### config.mk
export PLATFORM = sky130hd
export DESIGN_NAME = vc_allocator_port
export DESIGN_NICKNAME = d
export VERILOG_FILES = /design/src/rtl/vc_allocator_port.sv
export SDC_FILE = /design/constraint.sdc
export NUM_CORES = 1
export LEC_CHECK = 0
export ABC_AREA = 1
export CORE_UTILIZATION = 50
export CTS_CLUSTER_DIAMETER = 50
export DETAILED_ROUTE_END_ITERATION = 16
export MAX_ROUTING_LAYER = met4
export PLACE_DENSITY = 0.7
export SLEW_MARGIN = 30
export SYNTH_ARGS = -nofsm -noshare
export SYNTH_HDL_FRONTEND = slang
export SYNTH_SLANG_ARGS = --single-unit
### constraint.sdc
create_clock -name clk -period 7.9 [get_ports clk]
set_clock_uncertainty 0.2 [all_clocks]
set_input_delay 2.37 -clock clk [delete_from_list [all_inputs] [get_ports clk]]
set_output_delay 2.37 -clock clk [all_outputs]
set_load 0.01 [all_outputs]
### src/rtl/vc_allocator_port.sv
// Output-port downstream VC allocator: round-robin over requesting input VCs,
// hands out the lowest free downstream VC, reclaims VCs on release.
module vc_allocator_port #(
  parameter int REQ_NUM = 10,
  parameter int VC_NUM  = 2,
  parameter int VC_SIZE = $clog2(VC_NUM)
) (
  input  logic               clk,
  input  logic               rst,
  input  logic [REQ_NUM-1:0] request_i,
  input  logic [VC_NUM-1:0]  release_i,
  output logic [REQ_NUM-1:0] grant_o,
  output logic [VC_SIZE-1:0] vc_new_o,
  output logic               vc_valid_o,
  output logic [VC_NUM-1:0]  free_vc_o,
  output logic               error_o
);

  localparam int PTR_W = (REQ_NUM > 1) ? $clog2(REQ_NUM) : 1;

  logic [VC_NUM-1:0]  r_free;
  logic [PTR_W-1:0]   r_ptr;
  logic               r_error;

  logic               w_found;
  logic [PTR_W-1:0]   w_winner;
  int                 w_idx;
  logic [VC_SIZE-1:0] w_vc;
  logic               w_grant;
  logic [VC_NUM-1:0]  w_free_next;
  logic [PTR_W-1:0]   w_ptr_next;

  // Round-robin winner: first requester at or above the pointer, wrapping.
  always_comb begin
    w_found  = 1'b0;
    w_winner = '0;
    w_idx    = 0;
    for (int k = 0; k < REQ_NUM; k++) begin
      w_idx = int'(r_ptr) + k;
      if (w_idx >= REQ_NUM) w_idx = w_idx - REQ_NUM;
      if (!w_found && request_i[w_idx]) begin
        w_found  = 1'b1;
        w_winner = PTR_W'(w_idx);
      end
    end
  end

  // Lowest-index free downstream VC (scan downward so the lowest wins).
  always_comb begin
    w_vc = '0;
    for (int v = VC_NUM - 1; v >= 0; v--) begin
      if (r_free[v]) w_vc = VC_SIZE'(v);
    end
  end

  // Grant outputs; suppressed while reset is asserted.
  always_comb begin
    w_grant    = w_found && (|r_free) && !rst;
    grant_o    = '0;
    vc_new_o   = '0;
    vc_valid_o = w_grant;
    if (w_grant) begin
      grant_o  = REQ_NUM'(1) << w_winner;
      vc_new_o = w_vc;
    end
  end

  // Next free bitmap and pointer. A grant only takes a free VC and a valid
  // release only returns a busy VC, so the two never touch the same bit.
  always_comb begin
    w_free_next = r_free | (release_i & ~r_free);
    w_ptr_next  = r_ptr;
    if (w_grant) begin
      w_free_next[w_vc] = 1'b0;
      w_ptr_next = (int'(w_winner) == REQ_NUM - 1) ? '0 : w_winner + PTR_W'(1);
    end
  end

  // State registers; an error flags release of an already-free VC.
  always_ff @(posedge clk or posedge rst) begin
    if (rst) begin
      r_free  <= '1;
      r_ptr   <= '0;
      r_error <= 1'b0;
    end else begin
      r_free  <= w_free_next;
      r_ptr   <= w_ptr_next;
      r_error <= |(release_i & r_free);
    end
  end

  assign free_vc_o = r_free;
  assign error_o   = r_error;

endmodule
==> results of run 1 <==
[through the flow]
stage	instance area, µm²	util	setup WS, ps	setup TNS [ps]
floorplan	2920	-	969	0
global placement	3570	0.641	-174	-1110
detailed placement	3570	0.641	-207	-1500
CTS	3640	0.653	57.4	0
global route	3660	0.656	-81.5	-373
finish	3660	0.656	200	0
[worst min-delay path by stage]
stage / cells after the start / end / slack [ps] / startpoint
6_report: 2 / error_o / 330 / free_vc_o[1]
4_1_cts: 2 / error_o / 340 / free_vc_o[1]
3_3_place_gp: 2 / error_o / 330 / free_vc_o[1]
5_1_grt: 2 / error_o / 360 / free_vc_o[1]
3_5_place_dp: 2 / error_o / 340 / free_vc_o[1]
2_1_floorplan: 2 / free_vc_o[0] / 330 / free_vc_o[0]
[cell type report]
| cell class | instances | area [µm²] | area share |
|---|---|---|---|
| clock buffers | 4 | 45.0 | 0.0123 |
| inverters | 84 | 323 | 0.0883 |
| multi-input cells | 428 | 2400 | 0.656 |
| flip-flops and latches | 7 | 178 | 0.0486 |
| well taps | 72 | 90.1 | 0.0246 |
| repair buffers | 78 | 623 | 0.170 |
[layer usage]
layer,share of wire,GRT usage,up-vias,routed length [µm]
met5,0,-,-,0
met4,0.0052,0.0278,0,48
met3,0.064,0.0349,7,589
met2,0.45,0.517,123,4130
met1,0.49,0.463,1635,4490
li1,-,-,1863,-
[kinds of logic after synthesis]
kind of cell / after synthesis / share of synthesized area
flip-flops: 7 / 0.0608
AND/OR/NAND/NOR: 333 / 0.551
buffers and inverters: 92 / 0.132
AO/OA/AOI/OAI: 63 / 0.122
XOR/XNOR: 8 / 0.0317
adder cells (fa/ha/maj): 24 / 0.103
[repair_timing]
item | CTS | global route
endpoints found under the setup margin | 10 | 12
gates resized for setup | 14 | 21
pin swaps | 2 | 2
setup buffers | 3 | 1
[cell usage in the layout, fill, tap and decap left out, drive strengths merged, types with 12 or more instances in the layout]
master         netlist  routed
a21oi               12      12
nor2                30      30
clkdlybuf4s50        0      17
ha                  24      24
inv                 81      81
nand4               17      17
nand3               84      84
nand2              191     191
buf                  8      50
o21ai               43      43
[worst register-to-register path, delay by kind of cell (launching register included)]
family | cells | cell delay, ps
and+or+nand+nor | 14 | 1350
AOI/OAI and AO/OA | 3 | 680
DFF | 1 | 380
adders and majority gates | 2 | 660
buffers and inverters | 5 | 760
[registers in the layout, summed over array words and instances, names as in the netlist]
register and cells:
free_vc_o 2, error_o 1, r_ptr 4
==> flow_metrics.py, run 1 <==
metrics = {
    "worst_setup_path": {
        "cp_common_cell": "sky130_fd_sc_hd__nand2_1",
        "cp_num_buf_inv": 6,
        "path_cells": "clkdlybuf4s50_1 > nand2_1 > o21ai_0 > buf_4 > inv_1 > nand3_1 > nand3_1 > nand3_2 > nand2_4 > nand3_4 > nor2_8 > nand4_4 > nor2_4 > nand2_1 > nand2_1 > nand3_2 > nand2_4 > inv_2 > buf_4 > nand2_2 > nor2_1 > dlygate4sd2_1",
        "setup.worst_path.start": "request_i[4]",
        "data_arrival_at_the_endpoint_of_the_critical_path_ps": 5130,
        "reg2reg_capture_point": "r_ptr[1]",
        "cp.required_ps": 5330,
        "cpPeakStageDelay_ps": 410,
        "timing_worst_setup_path_type": "in -> out",
        "critical_path.max_fanout": 5,
        "r2r_slack_ps": 3810,
        "worst-path-stages": 22,
        "critical_path.top_delay_family": "simple AND/OR/NAND/NOR gates",
        "setup.worst_path.end": "grant_o[0]",
        "worst-r2r-cell-count": 24,
        "crit_path_top_delay_cell": "sky130_fd_sc_hd__clkdlybuf4s50_1",
        "worst_setup_path_start_kind": "input port",
        "r2r_start": "r_ptr[0]",
        "worstSetupEndpointType": "output port",
    },
    "final_layout": {
        "insertedDiodeCount": 0,
        "final_cell_count_without_fillers": 673,
        "n_fill_cell": 536,
        "area_growth_syn_to_layout_pct": 25.1,
        "num-nets-final": 640,
        "layout-drive-gt1-share": 0.221,
    },
    "timing": {
        "final_hold_slack_ps": 332,
        "timing.final.hold_violations": 0,
        "finalMaxSlewViolations": 0,
        "max-slew-margin-rel": 0.612,
        "finalCriticalPeriod_ps": 7700,
        "fmaxAchievable_ghz": 0.130,
        "max_slew.worst_pin.slew_ps": 582,
        "setup_violations": 0,
        "grt_setup_unrepaired": "yes",
        "timing.final.crit_share": 0.975,
    },
    "floorplanning": {
        "die_area_um2": 6150,
        "boundaryPins": 29,
        "dieWidth_um": 78.4,
        "placementRows": 27,
        "initial_utilization": 0.524,
        "floorplan.core_area_um2": 5570,
        "die_h_um": 78.4,
    },
    "cts": {
        "ctsHoldBuffers": 0,
        "cts_tree": "yes",
        "clock-root-buffer": "sky130_fd_sc_hd__clkbuf_8",
        "cts.clk_slew.worst_paths_ps": 40,
        "htreeDepth": 1,
        "clkLatencyLatePin_ps": 230,
        "clkSinkCount": 7,
        "cts_inserted_buffers": 3,
        "clock_tree.buffer_depth": 2,
    },
    "logic_synthesis": {
        "synth_cells": 527,
        "synth_nets": 565,
        "ys_dominant_reg_cell": "sky130_fd_sc_hd__dfrtp_1",
        "synth-warning-count": 0,
        "yosys-top-cells-area": "sky130_fd_sc_hd__nand2_1, sky130_fd_sc_hd__nand3_1, sky130_fd_sc_hd__ha_1",
        "cell_area_synth_um2": 2920,
        "syn_avg_cell_area_um2": 5.54,
        "synth_top_cell_area_share": 0.224,
        "ys_ff_latch": 7,
        "async_flop_share": 1.00,
        "synth_edf_count": 0,
        "synth.distinct_cells": 45,
        "synthDominantAreaCellType": "sky130_fd_sc_hd__nand2_1",
        "synth_seq_area_share": 0.0608,
        "count_leader_synth": "sky130_fd_sc_hd__nand2_1",
        "synth_commonest_cells": "sky130_fd_sc_hd__nand2_1, sky130_fd_sc_hd__nand3_1, sky130_fd_sc_hd__inv_1",
    },
    "placed_design": {
        "gp_routability_congestion": 0.938,
        "post_detail_place_hpwl_um": 7520,
        "io_buffer_count": 28,
        "numPlacedInstances": 665,
    },
    "drt": {
        "route.vias.total": 3628,
        "avgRoutedWirePerCell_um": 13.7,
        "per_cell_via_count_in_the_routed_design": 5.39,
        "drt_drc_violations_left": 0,
        "detailedRoute.firstIterationViolations": 346,
        "drt.antenna.violating_nets": 0,
        "routed_wirelength_um": 9250,
        "detailedRoute.firstPassIterationCount": 5,
    },
    "status": {
        "status": "complete, no violations",
    },
    "global_route": {
        "initial_antenna_violation_count": 0,
        "grt_pass1_wl_um": 15500,
        "via_count_of_the_first_global_routing_pass": 3218,
        "largest_net_degree_at_the_start_of_global_routing": 31,
        "grt_overflow": 0,
        "grt_use_total": 0.327,
    },
    "worst_hold_path": {
        "worst_hold_path_type": "reg -> reg",
    },
    "run": {
        "maxCapViolCount": 0,
    },
}
Power of run 1 is left out: the tool's default activity adds up to more than one toggle a clock period on the data nets, which glitch-free logic cannot reach.
==> run 2, diff against run 1 <==
PLACE_DENSITY = 0.75   (was 0.7)
==> run 2 against run 1 <==
Against the previous run:
- count of clock-buffer cells in the layout unchanged
- worst setup slack got worse by 81 ps
- first-iteration DRC count decreased by 1.2%
- design area increased by 0.14%
- critical path depth increased by 1
- maximum frequency decreased by 1.0%
- sequential share of layout area about the same
- non-clock buffer count increased by 3
- die area unchanged
- critical path type unchanged
- largest cell class unchanged
==> flow_metrics.py, run 2 (synthesized netlist as in run 1, its figures left out) <==
metrics = {
    "worst_setup_path": {
        "cp.required_ps": 5330,
        "crit_path_top_delay_cell": "sky130_fd_sc_hd__clkdlybuf4s50_1",
        "worst_setup_path_start_kind": "input port",
        "data_arrival_at_the_endpoint_of_the_critical_path_ps": 5210,
        "cp_num_buf_inv": 7,
        "r2r_slack_ps": 3890,
        "r2r_start": "r_ptr[1]",
        "worst-r2r-cell-count": 21,
        "critical_path.top_delay_family": "simple AND/OR/NAND/NOR gates",
        "timing_worst_setup_path_type": "in -> out",
        "reg2reg_capture_point": "r_ptr[2]",
        "cpPeakStageDelay_ps": 430,
        "path_cells": "clkdlybuf4s50_1 > nand2_1 > o21ai_0 > buf_4 > inv_1 > nand3_1 > nand3_1 > nand3_2 > nand2_2 > nand3_4 > nor2_8 > nand4_4 > nor2_2 > nand2_1 > nand2_1 > inv_1 > nand2_1 > nand2_1 > nand2_2 > inv_2 > buf_4 > nor3_2 > dlygate4sd2_1",
        "critical_path.max_fanout": 6,
        "worstSetupEndpointType": "output port",
        "cp_common_cell": "sky130_fd_sc_hd__nand2_1",
    },
    "global_route": {
        "largest_net_degree_at_the_start_of_global_routing": 31,
        "grt_overflow": 0,
        "via_count_of_the_first_global_routing_pass": 3265,
        "grt_use_total": 0.314,
        "initial_antenna_violation_count": 0,
        "grt_pass1_wl_um": 15100,
    },
    "timing": {
        "max_slew.worst_pin.slew_ps": 650,
        "max-slew-margin-rel": 0.562,
        "timing.final.hold_violations": 0,
        "grt_setup_unrepaired": "yes",
        "final_hold_slack_ps": 339,
        "setup_violations": 0,
        "fmaxAchievable_ghz": 0.129,
        "finalMaxSlewViolations": 0,
        "timing.final.crit_share": 0.985,
        "finalCriticalPeriod_ps": 7780,
    },
    "floorplanning": {
        "boundaryPins": 29,
        "placementRows": 27,
        "die_h_um": 78.4,
        "initial_utilization": 0.524,
        "die_area_um2": 6150,
        "dieWidth_um": 78.4,
        "floorplan.core_area_um2": 5570,
    },
    "placed_design": {
        "io_buffer_count": 28,
        "gp_routability_congestion": 0.987,
        "post_detail_place_hpwl_um": 7420,
    },
    "final_layout": {
        "num-nets-final": 643,
        "mostFrequentLayoutCell": "sky130_fd_sc_hd__nand2_1",
        "area_growth_syn_to_layout_pct": 25.3,
        "insertedDiodeCount": 0,
        "layout-drive-gt1-share": 0.214,
        "layout.cells.most_common_list": "sky130_fd_sc_hd__nand2_1, sky130_fd_sc_hd__nand3_1, sky130_fd_sc_hd__inv_1, sky130_fd_sc_hd__buf_4, sky130_fd_sc_hd__ha_1",
        "registers.top_by_ff_count": "r_ptr",
        "n_fill_cell": 523,
        "largest_register_ffs": 4,
    },
    "worst_hold_path": {
        "hold_end": "error_o",
        "worst_hold_path_type": "reg -> reg",
        "timing.hold.worst_path_depth": 2,
        "min-delay-start": "free_vc_o[1]",
    },
    "drt": {
        "per_cell_via_count_in_the_routed_design": 5.35,
        "route.vias.total": 3617,
        "drt_drc_violations_left": 0,
        "drt.antenna.violating_nets": 0,
        "detailedRoute.firstPassIterationCount": 6,
        "avgRoutedWirePerCell_um": 13.3,
        "routed_wirelength_um": 9000,
        "detailedRoute.firstIterationViolations": 342,
    },
    "cts": {
        "clock-root-buffer": "sky130_fd_sc_hd__clkbuf_8",
        "ctsHoldBuffers": 0,
        "clkLatencyLatePin_ps": 230,
        "clock_tree.buffer_depth": 2,
        "cts_tree": "yes",
        "cts.clk_slew.worst_paths_ps": 40,
        "cts_inserted_buffers": 3,
        "clkSinkCount": 7,
        "htreeDepth": 1,
    },
    "run": {
        "maxCapViolCount": 0,
    },
    "status": {
        "status": "complete, no violations",
    },
}
run 2: cell count changes in the layout (fill, tap and decap cells not counted), moves of 2 or more:
cell	change
sky130_fd_sc_hd__buf_4	+3
sky130_fd_sc_hd__clkbuf_2	-3
sky130_fd_sc_hd__nand2_1	+4
sky130_fd_sc_hd__o21ai_0	-4
sky130_fd_sc_hd__nand2_2	-3
sky130_fd_sc_hd__o21ai_1	+5
sky130_fd_sc_hd__clkdlybuf4s15_1	+2
run 2: through the flow:
| stage | utilization | setup WS, ps | TNS (ps) | cell area (µm²) | instances |
|---|---|---|---|---|---|
| final | 0.657 | 119 | 0 | 3660 | 676 |
| after CTS | 0.656 | 15.9 | 0 | 3660 | 675 |
| after detailed placement | 0.647 | -226 | -1570 | 3600 | 669 |
| after global routing | 0.657 | -70.1 | -236 | 3660 | 676 |
| after global placement | 0.647 | -135 | -942 | 3600 | 669 |
| after floorplan | - | 969 | 0 | 2920 | 527 |
run 2: how the worst max path moves through the flow:
stage / from / endpoint / slack (ps) / cells after the start
after floorplan: request_i[4] / grant_o[3] / 970 / 19
after global placement: request_i[3] / grant_o[5] / -130 / 18
after detailed placement: request_i[7] / grant_o[8] / -230 / 17
after CTS: request_i[4] / grant_o[2] / 20 / 24
after global routing: request_i[0] / grant_o[6] / -70 / 24
final: request_i[0] / grant_o[6] / 120 / 23
run 2: routing by layer:
layer,track usage,vias up,share of wire
li1,-,1854,-
met4,0.0685,0,0.015
met5,-,-,0
met2,0.492,122,0.44
met1,0.444,1631,0.49
met3,0.0140,10,0.054
run 2: timing repair:
| item | CTS | global route |
|---|---|---|
| pin swaps | 3 | 4 |
| endpoints found under the setup margin | 10 | 12 |
| gates resized for setup | 14 | 16 |
| buffers inserted | 2 | 1 |
run 2: worst register-to-register path, stage by stage (launching register included):
cell,delay [ps]
sky130_fd_sc_hd__dfrtp_1,380
sky130_fd_sc_hd__inv_2,230
sky130_fd_sc_hd__ha_1,420
sky130_fd_sc_hd__nor2_1,340
sky130_fd_sc_hd__nand2_1,90
sky130_fd_sc_hd__nand3_1,90
sky130_fd_sc_hd__nand2_1,110
sky130_fd_sc_hd__nand2_1,90
sky130_fd_sc_hd__xor2_1,410
sky130_fd_sc_hd__nand3_1,160
sky130_fd_sc_hd__o21ai_2,140
sky130_fd_sc_hd__nand4_4,190
sky130_fd_sc_hd__nor2_4,190
sky130_fd_sc_hd__nand2_1,90
sky130_fd_sc_hd__nand2_1,90
sky130_fd_sc_hd__nand3_2,100
sky130_fd_sc_hd__nand2_4,80
sky130_fd_sc_hd__inv_2,50
sky130_fd_sc_hd__nor2_1,90
sky130_fd_sc_hd__ha_1,230
sky130_fd_sc_hd__nand2_1,70
sky130_fd_sc_hd__nand2_1,50
run 2: area by class of cell:
type,instances,area [µm²],share of cell area
Clock buffer,4,45.0,0.0123
Inverter,84,323,0.0882
Multi-Input combinational cell,428,2370,0.647
Sequential cell,7,178,0.0485
Tap cell,72,90.1,0.0246
Timing Repair Buffer,81,657,0.179
Power of run 2 is left out for the same reason.
==> run 3, diff against run 2 <==
RECOVER_POWER = 50   (was unset)
==> run 3 against run 2 <==
Against the previous run:
- global-route usage unchanged
- critical path depth unchanged
- routed wire length about the same
- design area unchanged
- register-to-register slack is essentially flat
- count of clock-buffer cells in the layout stayed put
- utilization unchanged
- sequential share of layout area stayed put
- flip-flop and latch count unchanged
- first-iteration DRC count unchanged
- maximum frequency about the same
==> flow_metrics.py, run 3 (synthesized netlist as in run 1, its figures left out) <==
metrics = {
    "worst_setup_path": {
        "cpPeakStageDelay_ps": 430,
        "data_arrival_at_the_endpoint_of_the_critical_path_ps": 5210,
        "cp_common_cell": "sky130_fd_sc_hd__nand2_1",
        "cp.required_ps": 5330,
        "worst_setup_path_start_kind": "input port",
        "worst-r2r-cell-count": 21,
        "r2r_slack_ps": 3900,
        "critical_path.top_delay_family": "simple AND/OR/NAND/NOR gates",
        "reg2reg_capture_point": "r_ptr[2]",
        "worstSetupEndpointType": "output port",
        "critical_path.max_fanout": 6,
        "crit_path_top_delay_cell": "sky130_fd_sc_hd__clkdlybuf4s50_1",
        "r2r_start": "r_ptr[1]",
        "timing_worst_setup_path_type": "in -> out",
        "path_cells": "clkdlybuf4s50_1 > nand2_1 > o21ai_0 > buf_4 > inv_1 > nand3_1 > nand3_1 > nand3_2 > nand2_2 > nand3_4 > nor2_8 > nand4_4 > nor2_4 > nand2_1 > nand2_1 > inv_1 > nand2_1 > nand2_1 > nand2_2 > inv_2 > buf_4 > nor3_2 > dlygate4sd2_1",
        "cp_num_buf_inv": 7,
    },
    "timing": {
        "timing.final.hold_violations": 0,
        "finalSetupTns_ps": 0,
        "grt_setup_unrepaired": "yes",
        "max_slew.worst_pin.slew_ps": 650,
        "fmaxAchievable_ghz": 0.129,
        "setup_violations": 0,
        "timing.final.crit_share": 0.984,
        "finalMaxSlewViolations": 0,
        "max-slew-margin-rel": 0.562,
        "finalCriticalPeriod_ps": 7780,
    },
    "cts": {
        "clkSinkCount": 7,
        "cts_tree": "yes",
        "clock-root-buffer": "sky130_fd_sc_hd__clkbuf_8",
        "ctsHoldBuffers": 0,
        "clock_tree.buffer_depth": 2,
        "clkLatencyLatePin_ps": 230,
        "cts_inserted_buffers": 3,
        "htreeDepth": 1,
        "cts.clk_slew.worst_paths_ps": 40,
    },
    "final_layout": {
        "insertedDiodeCount": 0,
        "n_fill_cell": 523,
        "num-nets-final": 643,
        "layout-drive-gt1-share": 0.214,
        "area_growth_syn_to_layout_pct": 25.3,
        "mostFrequentLayoutCell": "sky130_fd_sc_hd__nand2_1",
        "largest_register_ffs": 4,
        "registers.top_by_ff_count": "r_ptr",
        "layout.cells.most_common_list": "sky130_fd_sc_hd__nand2_1, sky130_fd_sc_hd__nand3_1, sky130_fd_sc_hd__inv_1, sky130_fd_sc_hd__buf_4, sky130_fd_sc_hd__ha_1",
    },
    "global_route": {
        "grt_overflow": 0,
        "via_count_of_the_first_global_routing_pass": 3265,
        "largest_net_degree_at_the_start_of_global_routing": 31,
        "initial_antenna_violation_count": 0,
        "grt_use_total": 0.314,
        "grt_pass1_wl_um": 15100,
    },
    "placed_design": {
        "post_detail_place_hpwl_um": 7420,
        "io_buffer_count": 28,
        "gp_routability_congestion": 0.987,
    },
    "run": {
        "maxCapViolCount": 0,
    },
    "drt": {
        "per_cell_via_count_in_the_routed_design": 5.36,
        "drt_drc_violations_left": 0,
        "detailedRoute.firstPassIterationCount": 5,
        "detailedRoute.firstIterationViolations": 342,
        "route.vias.total": 3624,
        "routed_wirelength_um": 9000,
        "avgRoutedWirePerCell_um": 13.3,
        "drt.antenna.violating_nets": 0,
    },
    "status": {
        "status": "complete, no violations",
    },
    "floorplanning": {
        "dieWidth_um": 78.4,
        "die_h_um": 78.4,
        "die_area_um2": 6150,
        "placementRows": 27,
        "boundaryPins": 29,
        "floorplan.core_area_um2": 5570,
        "initial_utilization": 0.524,
    },
    "worst_hold_path": {
        "min-delay-start": "free_vc_o[0]",
        "worst_hold_path_type": "reg -> reg",
        "hold_end": "free_vc_o[0]",
        "timing.hold.worst_path_depth": 2,
    },
}
==> run 3: cell count changes in the layout (fill, tap and decap cells not counted), sizes merged <==
cell / delta
clkdlybuf4s50: -5
dlygate4sd3: +5
==> run 3: repair_timing <==
item / 4_1_cts / 5_1_grt
endpoints found under the setup margin: 10 / 12
gates cloned: 0 / 0
pin swaps: 3 / 4
resized for setup: 14 / 16
setup buffers: 2 / 1
==> run 3: tightest hold or removal path, delay by kind of cell (launching register included) <==
family,cells,cell delay (ps)
AOI/OAI and AO/OA,1,90
buffers and inverters,1,70
DFF,1,360
==> run 3: metrics by stage <==
stage	hold slack, ps	util	instances	worst slack, ps	area (µm²)
after floorplan	329	-	527	969	2920
after global routing	396	0.657	676	-70.1	3660
after detailed placement	341	0.647	669	-226	3600
after global placement	327	0.647	669	-135	3600
final	338	0.657	676	125	3660
after CTS	344	0.656	675	15.9	3660
==> run 3: how the worst max path moves through the flow <==
stage / start / end / slack, ps / cells after the start
global placement: request_i[3] / grant_o[5] / -130 / 18
CTS: request_i[4] / grant_o[2] / 20 / 24
detailed placement: request_i[7] / grant_o[8] / -230 / 17
global route: request_i[0] / grant_o[6] / -70 / 24
finish: request_i[0] / grant_o[6] / 120 / 23
floorplan: request_i[4] / grant_o[3] / 970 / 19
==> run 3: area by class of cell <==
cell class | instances | area, µm² | area share
flip-flops and latches | 7 | 178 | 0.0485
inverters | 84 | 323 | 0.0882
well taps | 72 | 90.1 | 0.0246
multi-input cells | 428 | 2370 | 0.647
repair buffers | 81 | 657 | 0.179
clock buffers | 4 | 45.0 | 0.0123
==> run 3: routing by layer <==
metal / GRT usage / vias to the layer above / wire length, µm / part of all wire
li1: - / 1854 / - / -
met2: 0.492 / 127 / 3920 / 0.44
met4: 0.0685 / 0 / 153 / 0.017
met1: 0.444 / 1631 / 4440 / 0.49
met3: 0.0140 / 12 / 481 / 0.053
met5: - / - / 0 / 0
Power of run 3 is left out for the same reason.
==> variant 1, RTL diff (config.mk and constraints of run 1) <==
Reset style: synchronous (`rst`), changed in one clocked block.
--- a/src/rtl/vc_allocator_port.sv
+++ b/src/rtl/vc_allocator_port.sv
@@ -77,7 +77,7 @@
   end
 
   // State registers; an error flags release of an already-free VC.
-  always_ff @(posedge clk or posedge rst) begin
+  always_ff @(posedge clk) begin
     if (rst) begin
       r_free  <= '1;
       r_ptr   <= '0;
Function: differs if rst is asserted again (counterexample within 4 cycles, from zero or initial values and one cycle with rst high); with rst held inactive, the same outputs for 4 cycles.
==> variant 1 against run 1 <==
- area after synthesis down 0.60%
- cell area is 0.10% higher
- non-clock buffer count decreased by 3
- routed wire length down 5.1%
- utilization rose by 0.47 points
- sequential cell count stayed put
- worst hold slack worse by 0.018 ns
- worst setup slack worse by 0.062 ns
- synthesized cell count shrank 1.9%
Power is left out: the tool's default activity adds up to more than one toggle a clock period on the data nets, which glitch-free logic cannot reach.
==> variant 1: results (changes against run 1) <==
status finished clean; sequential share of the synthesized area 4.826% (-1.3 points); largest net degree at the start of global routing 33 (+6.5%); post-synth cell types 46 (+2.2%); hold path start free_vc_o[0]; worst slack, placed -0.2479 ns (-0.04127 ns); Port Buffers 28 (unchanged); dpl cell area 3498 um^2 (-2.1%); most area-consuming cells after synthesis nand2_1 18%, nand3_1 11%, ha_1 10%; worst r2r src r_ptr[0]; Final nets 627 (-2.0%); first-pass GRT wire length 14560 um (-6.2%); Final HPWL DP 7181 um (-4.6%); RR Endpoint r_ptr[3]; Post-synth top flop dfxtp_1; layout cells sized above 1 23.30% (+1.2 points); Synth Net Count 555 (-1.8%); pin slew with the least headroom to its limit 0.6242 ns (+0.04215 ns); Avg WL per Cell 13.30 um (-3.2%); vias in the first global route 3135 (-2.6%); placer congestion estimate 0.9260 (-1.3%); via/cell ratio 5.318 (-1.3%); Fillers 537 (+0.19%); top post-synthesis cells by count 142 x nand2_1, 78 x inv_1, 66 x nand3_1; Post-Place Cells 649 (-2.4%); Num CTS Buffers 3 (unchanged); total global-route track usage 30.32% (-2.4 points); Hold Path Sink error_o; CP arrival 5.19 ns (+0.06 ns); clk_lat worst skew 0.23 ns (about the same); Reg2Reg Depth 26 (+8.3%); Reg clk slew, reported paths 0.04 ns (about the same); cells after synthesis 517 (-1.9%)
[variant 1: area by class of cell]
class                   count  area (um^2)  area share [%]
multi-input cells         413         2424           66.22
clock inverters             1        5.005          0.1368
flip-flops and latches      7        140.1           3.829
well taps                  72        90.09           2.462
clock buffers               3        41.29           1.128
repair buffers             75        618.1           16.89
inverters                  89        341.6           9.333
[variant 1: logic make-up (layout without fill, tap and decap cells)]
kind of cell / after synthesis / count (layout) / share of synthesized area (%)
AO/OA/AOI/OAI: 69 / 69 / 14.30
adder cells (fa/ha/maj): 24 / 24 / 10.34
AND/OR/NAND/NOR: 313 / 313 / 53.21
XOR/XNOR: 7 / 7 / 3.016
flip-flops: 7 / 7 / 4.825
buffers and inverters: 97 / 168 / 14.30
[variant 1: worst max path at each step]
stage,endpoint,depth (start not counted),from,slack (ns)
floorplan,grant_o[3],19,request_i[1],0.94
global placement,grant_o[1],20,request_i[2],-0.28
detailed placement,grant_o[5],20,request_i[2],-0.25
CTS,grant_o[5],21,request_i[0],-0.03
global route,vc_valid_o,18,request_i[5],-0.04
finish,grant_o[7],21,request_i[1],0.14
[variant 1: through the flow]
step	utilization, %	hold slack [ns]
finish	66.06	0.3144
global route	66.06	0.3352
detailed placement	63.14	0.3116
global placement	63.14	0.3039
floorplan	-	0.3050
CTS	64.16	0.3133
[variant 1: timing repair]
action	CTS	global route
gates resized for setup	19	32
setup buffers	0	7
setup endpoints to repair	11	12
cloned	0	0
pin swaps	0	15
[variant 1: routing by layer]
metal | vias to the layer above | part of all wire, % | GRT usage, % | wire [um]
met1 | 1600 | 49 | 40.75 | 4340
met4 | 0 | 0.71 | 6.111 | 62
li1 | 1822 | - | - | -
met2 | 80 | 45 | 49.04 | 3972
met3 | 8 | 4.6 | 3.256 | 402
met5 | - | 0 | - | 0
[variant 1: worst reg2reg max path, cell delays in order (launching register included)]
cell and delay, ns:
dfxtp_1 0.32, buf_4 0.36, ha_1 0.38, inv_1 0.10
nand2_2 0.09, nand2_4 0.07, ha_1 0.32, inv_1 0.08
nand3_1 0.07, o21ai_0 0.11, nand3_2 0.11, nand3_4 0.09
nand2_4 0.11, nand3_4 0.13, nor2_8 0.17, nand4_4 0.13
nor2_8 0.18, nand3_4 0.12, nand2_2 0.09, inv_2 0.04
buf_4 0.12, a21oi_2 0.19, nand3_1 0.15, buf_4 0.16
nand2_1 0.05, nand2_1 0.06, a21oi_1 0.12
==> variant 2, RTL diff (settings of run 1) <==
Without the edit above. `VC_NUM`: 2 -> 4.
--- a/src/rtl/vc_allocator_port.sv
+++ b/src/rtl/vc_allocator_port.sv
@@ -2,7 +2,7 @@
 // hands out the lowest free downstream VC, reclaims VCs on release.
 module vc_allocator_port #(
   parameter int REQ_NUM = 10,
-  parameter int VC_NUM  = 2,
+  parameter int VC_NUM  = 4,
   parameter int VC_SIZE = $clog2(VC_NUM)
 ) (
   input  logic               clk,
Ports: changed (resized free_vc_o, release_i and vc_new_o); port bits go from 29 to 34. The function was not compared with the original's and may differ.
==> variant 2 against run 1 <==
- cell area is 6.0% higher
- worst hold slack improved by 0.011 ns
- critical path depth is the same
- sequential cell count is 2 higher
- area after synthesis rose by 1.4%
- synthesized cell count shrank 0.38%
- worst setup slack lost 0.072 ns
- routed wire length increased by 6.9%
- utilization increased by 3.5 points
Power is left out: the tool's default activity adds up to more than one toggle a clock period on the data nets, which glitch-free logic cannot reach.
==> variant 2: results (changes against run 1) <==
status finished clean; Clock Path Buffers 2 (unchanged); iteration-0 DRC count of the detailed router 370 (+6.9%); Via Count 3710 (+2.3%); vias in the first global route 3177 (-1.3%); ANT cells 0 (unchanged); Reg clk slew, reported paths 0.04 ns (about the same); post-synth cell types 41 (-8.9%); worst r2r src r_ptr[0]; placer congestion estimate 0.9904 (+5.6%); total iterations of the first detailed-routing run 5 (unchanged); most area-consuming cells after synthesis nand2_1 20%, nand3_1 12%, ha_1 9.7%; Port Buffers 33 (+18%); Post-synth top flop dfrtp_1; Syn. warnings 0 (unchanged); clk_lat worst skew 0.24 ns; layout cells sized above 1 22.20% (+0.074 points); first-pass GRT wire length 15750 um (+1.5%); initial antenna violation count 0 (unchanged); ys async rst share 100.0% (unchanged); Hold Path Sink free_vc_o[2]; Synth Net Count 564 (-0.18%); Hold/Removal Path Class reg -> reg; cell with the most instances after synthesis nand2_1; Post-Place Cells 666 (+0.15%); Reg2Reg Depth 24 (unchanged); largest net degree at the start of global routing 27 (-13%); Final nets 648 (+1.3%); Reg2Reg Setup Slack 3.64 ns (-0.17 ns); Final HPWL DP 7804 um (+3.7%); H-tree depth 1 (unchanged); Final Non-Filler Cells 680 (+1.0%); top post-synthesis cells by count 161 x nand2_1, 69 x nand3_1, 68 x inv_1; hold path start free_vc_o[2]; cells after synthesis 525 (-0.38%); total global-route track usage 32.80% (+0.12 points); Num CTS Buffers 3 (unchanged); critical path fanouts, max 6 (+1); CP arrival 5.20 ns (+0.07 ns); sequential share of the synthesized area 7.774% (+1.7 points); Hold Path Depth 2 (unchanged); CTS Root Cell clkbuf_8; worst slack, placed -0.2387 ns (-0.03205 ns); WL final 9892 um (+6.9%); RR Endpoint r_ptr[2]; Worst slew margin 48.94% (-12 points)
variant 2: cell count changes after synthesis, sizes merged, moves of 3 or more:
cell | run 1 | this run
nand3 | 84 | 79
nor2 | 30 | 39
nor4 | 0 | 3
nand2 | 191 | 178
o21ai | 43 | 51
variant 2: worst max-delay path by stage:
stage	from	to	slack, ns	cells after the start
floorplan	request_i[1]	grant_o[7]	0.80	19
global placement	request_i[2]	grant_o[2]	-0.24	23
detailed placement	request_i[2]	grant_o[0]	-0.24	23
CTS	request_i[8]	grant_o[0]	-0.1	21
global route	request_i[8]	grant_o[1]	-0.05	22
finish	request_i[8]	grant_o[6]	0.13	22
variant 2: metrics by stage:
stage          TNS (ns)  area, um^2  utilization [%]  hold slack [ns]
2_1_floorplan         0        2962                -           0.3217
3_3_place_gp     -1.592        3662            65.31           0.3330
3_5_place_dp     -1.902        3662            65.31           0.3301
4_1_cts        -0.09828        3720            66.33           0.3369
5_1_grt         -0.1307        3876            69.12           0.3723
6_report              0        3876            69.12           0.3431
variant 2: area by class of cell:
| cell class | count | area (um^2) |
|---|---|---|
| clock buffer | 4 | 45.04 |
| fill | 528 | 1732 |
| inverter | 82 | 310.3 |
| multi-input combinational | 427 | 2464 |
| sequential | 9 | 230.2 |
| tap | 72 | 90.09 |
| timing repair buffer | 86 | 737.0 |
variant 2: critical path, cell delays in order:
cell	delay, ns
clkdlybuf4s50_1	0.43
nand2_1	0.07
o21ai_0	0.07
buf_4	0.16
inv_1	0.10
nor2_2	0.06
nand2_1	0.06
nand2_2	0.08
nand2_4	0.08
nand3_4	0.10
nor2_8	0.16
nand3_4	0.12
nor2_8	0.16
buf_6	0.12
nand4_1	0.12
nand2_2	0.11
nor2_1	0.06
nor2_2	0.15
buf_4	0.14
nand3_2	0.10
nor3_2	0.11
clkdlybuf4s15_1	0.27
variant 2: cells by family (layout without fill, tap and decap cells):
logic type / Yosys count / count (layout) / share of synthesized area, %
simple gates: 325 / 325 / 53.78
flops: 9 / 9 / 7.774
compound gates: 70 / 70 / 13.48
fa+ha+maj: 23 / 23 / 9.717
xor+xnor: 9 / 9 / 3.422
buf+inv: 89 / 172 / 11.83
variant 2: layer usage:
metal | vias up | wire (um) | track usage (%)
met3 | 20 | 664 | 3.103
met1 | 1680 | 4810 | 49.69
met2 | 133 | 4185 | 45.95
met5 | - | 0 | -
met4 | 0 | 232 | 8.000
li1 | 1877 | - | -
variant 2: what timing repair did:
item / 4_1_cts / 5_1_grt
pin swaps: 1 / 14
gates resized for setup: 17 / 35
hold buffers: 0 / 0
setup endpoints to repair: 12 / 13
setup buffers: 0 / 10
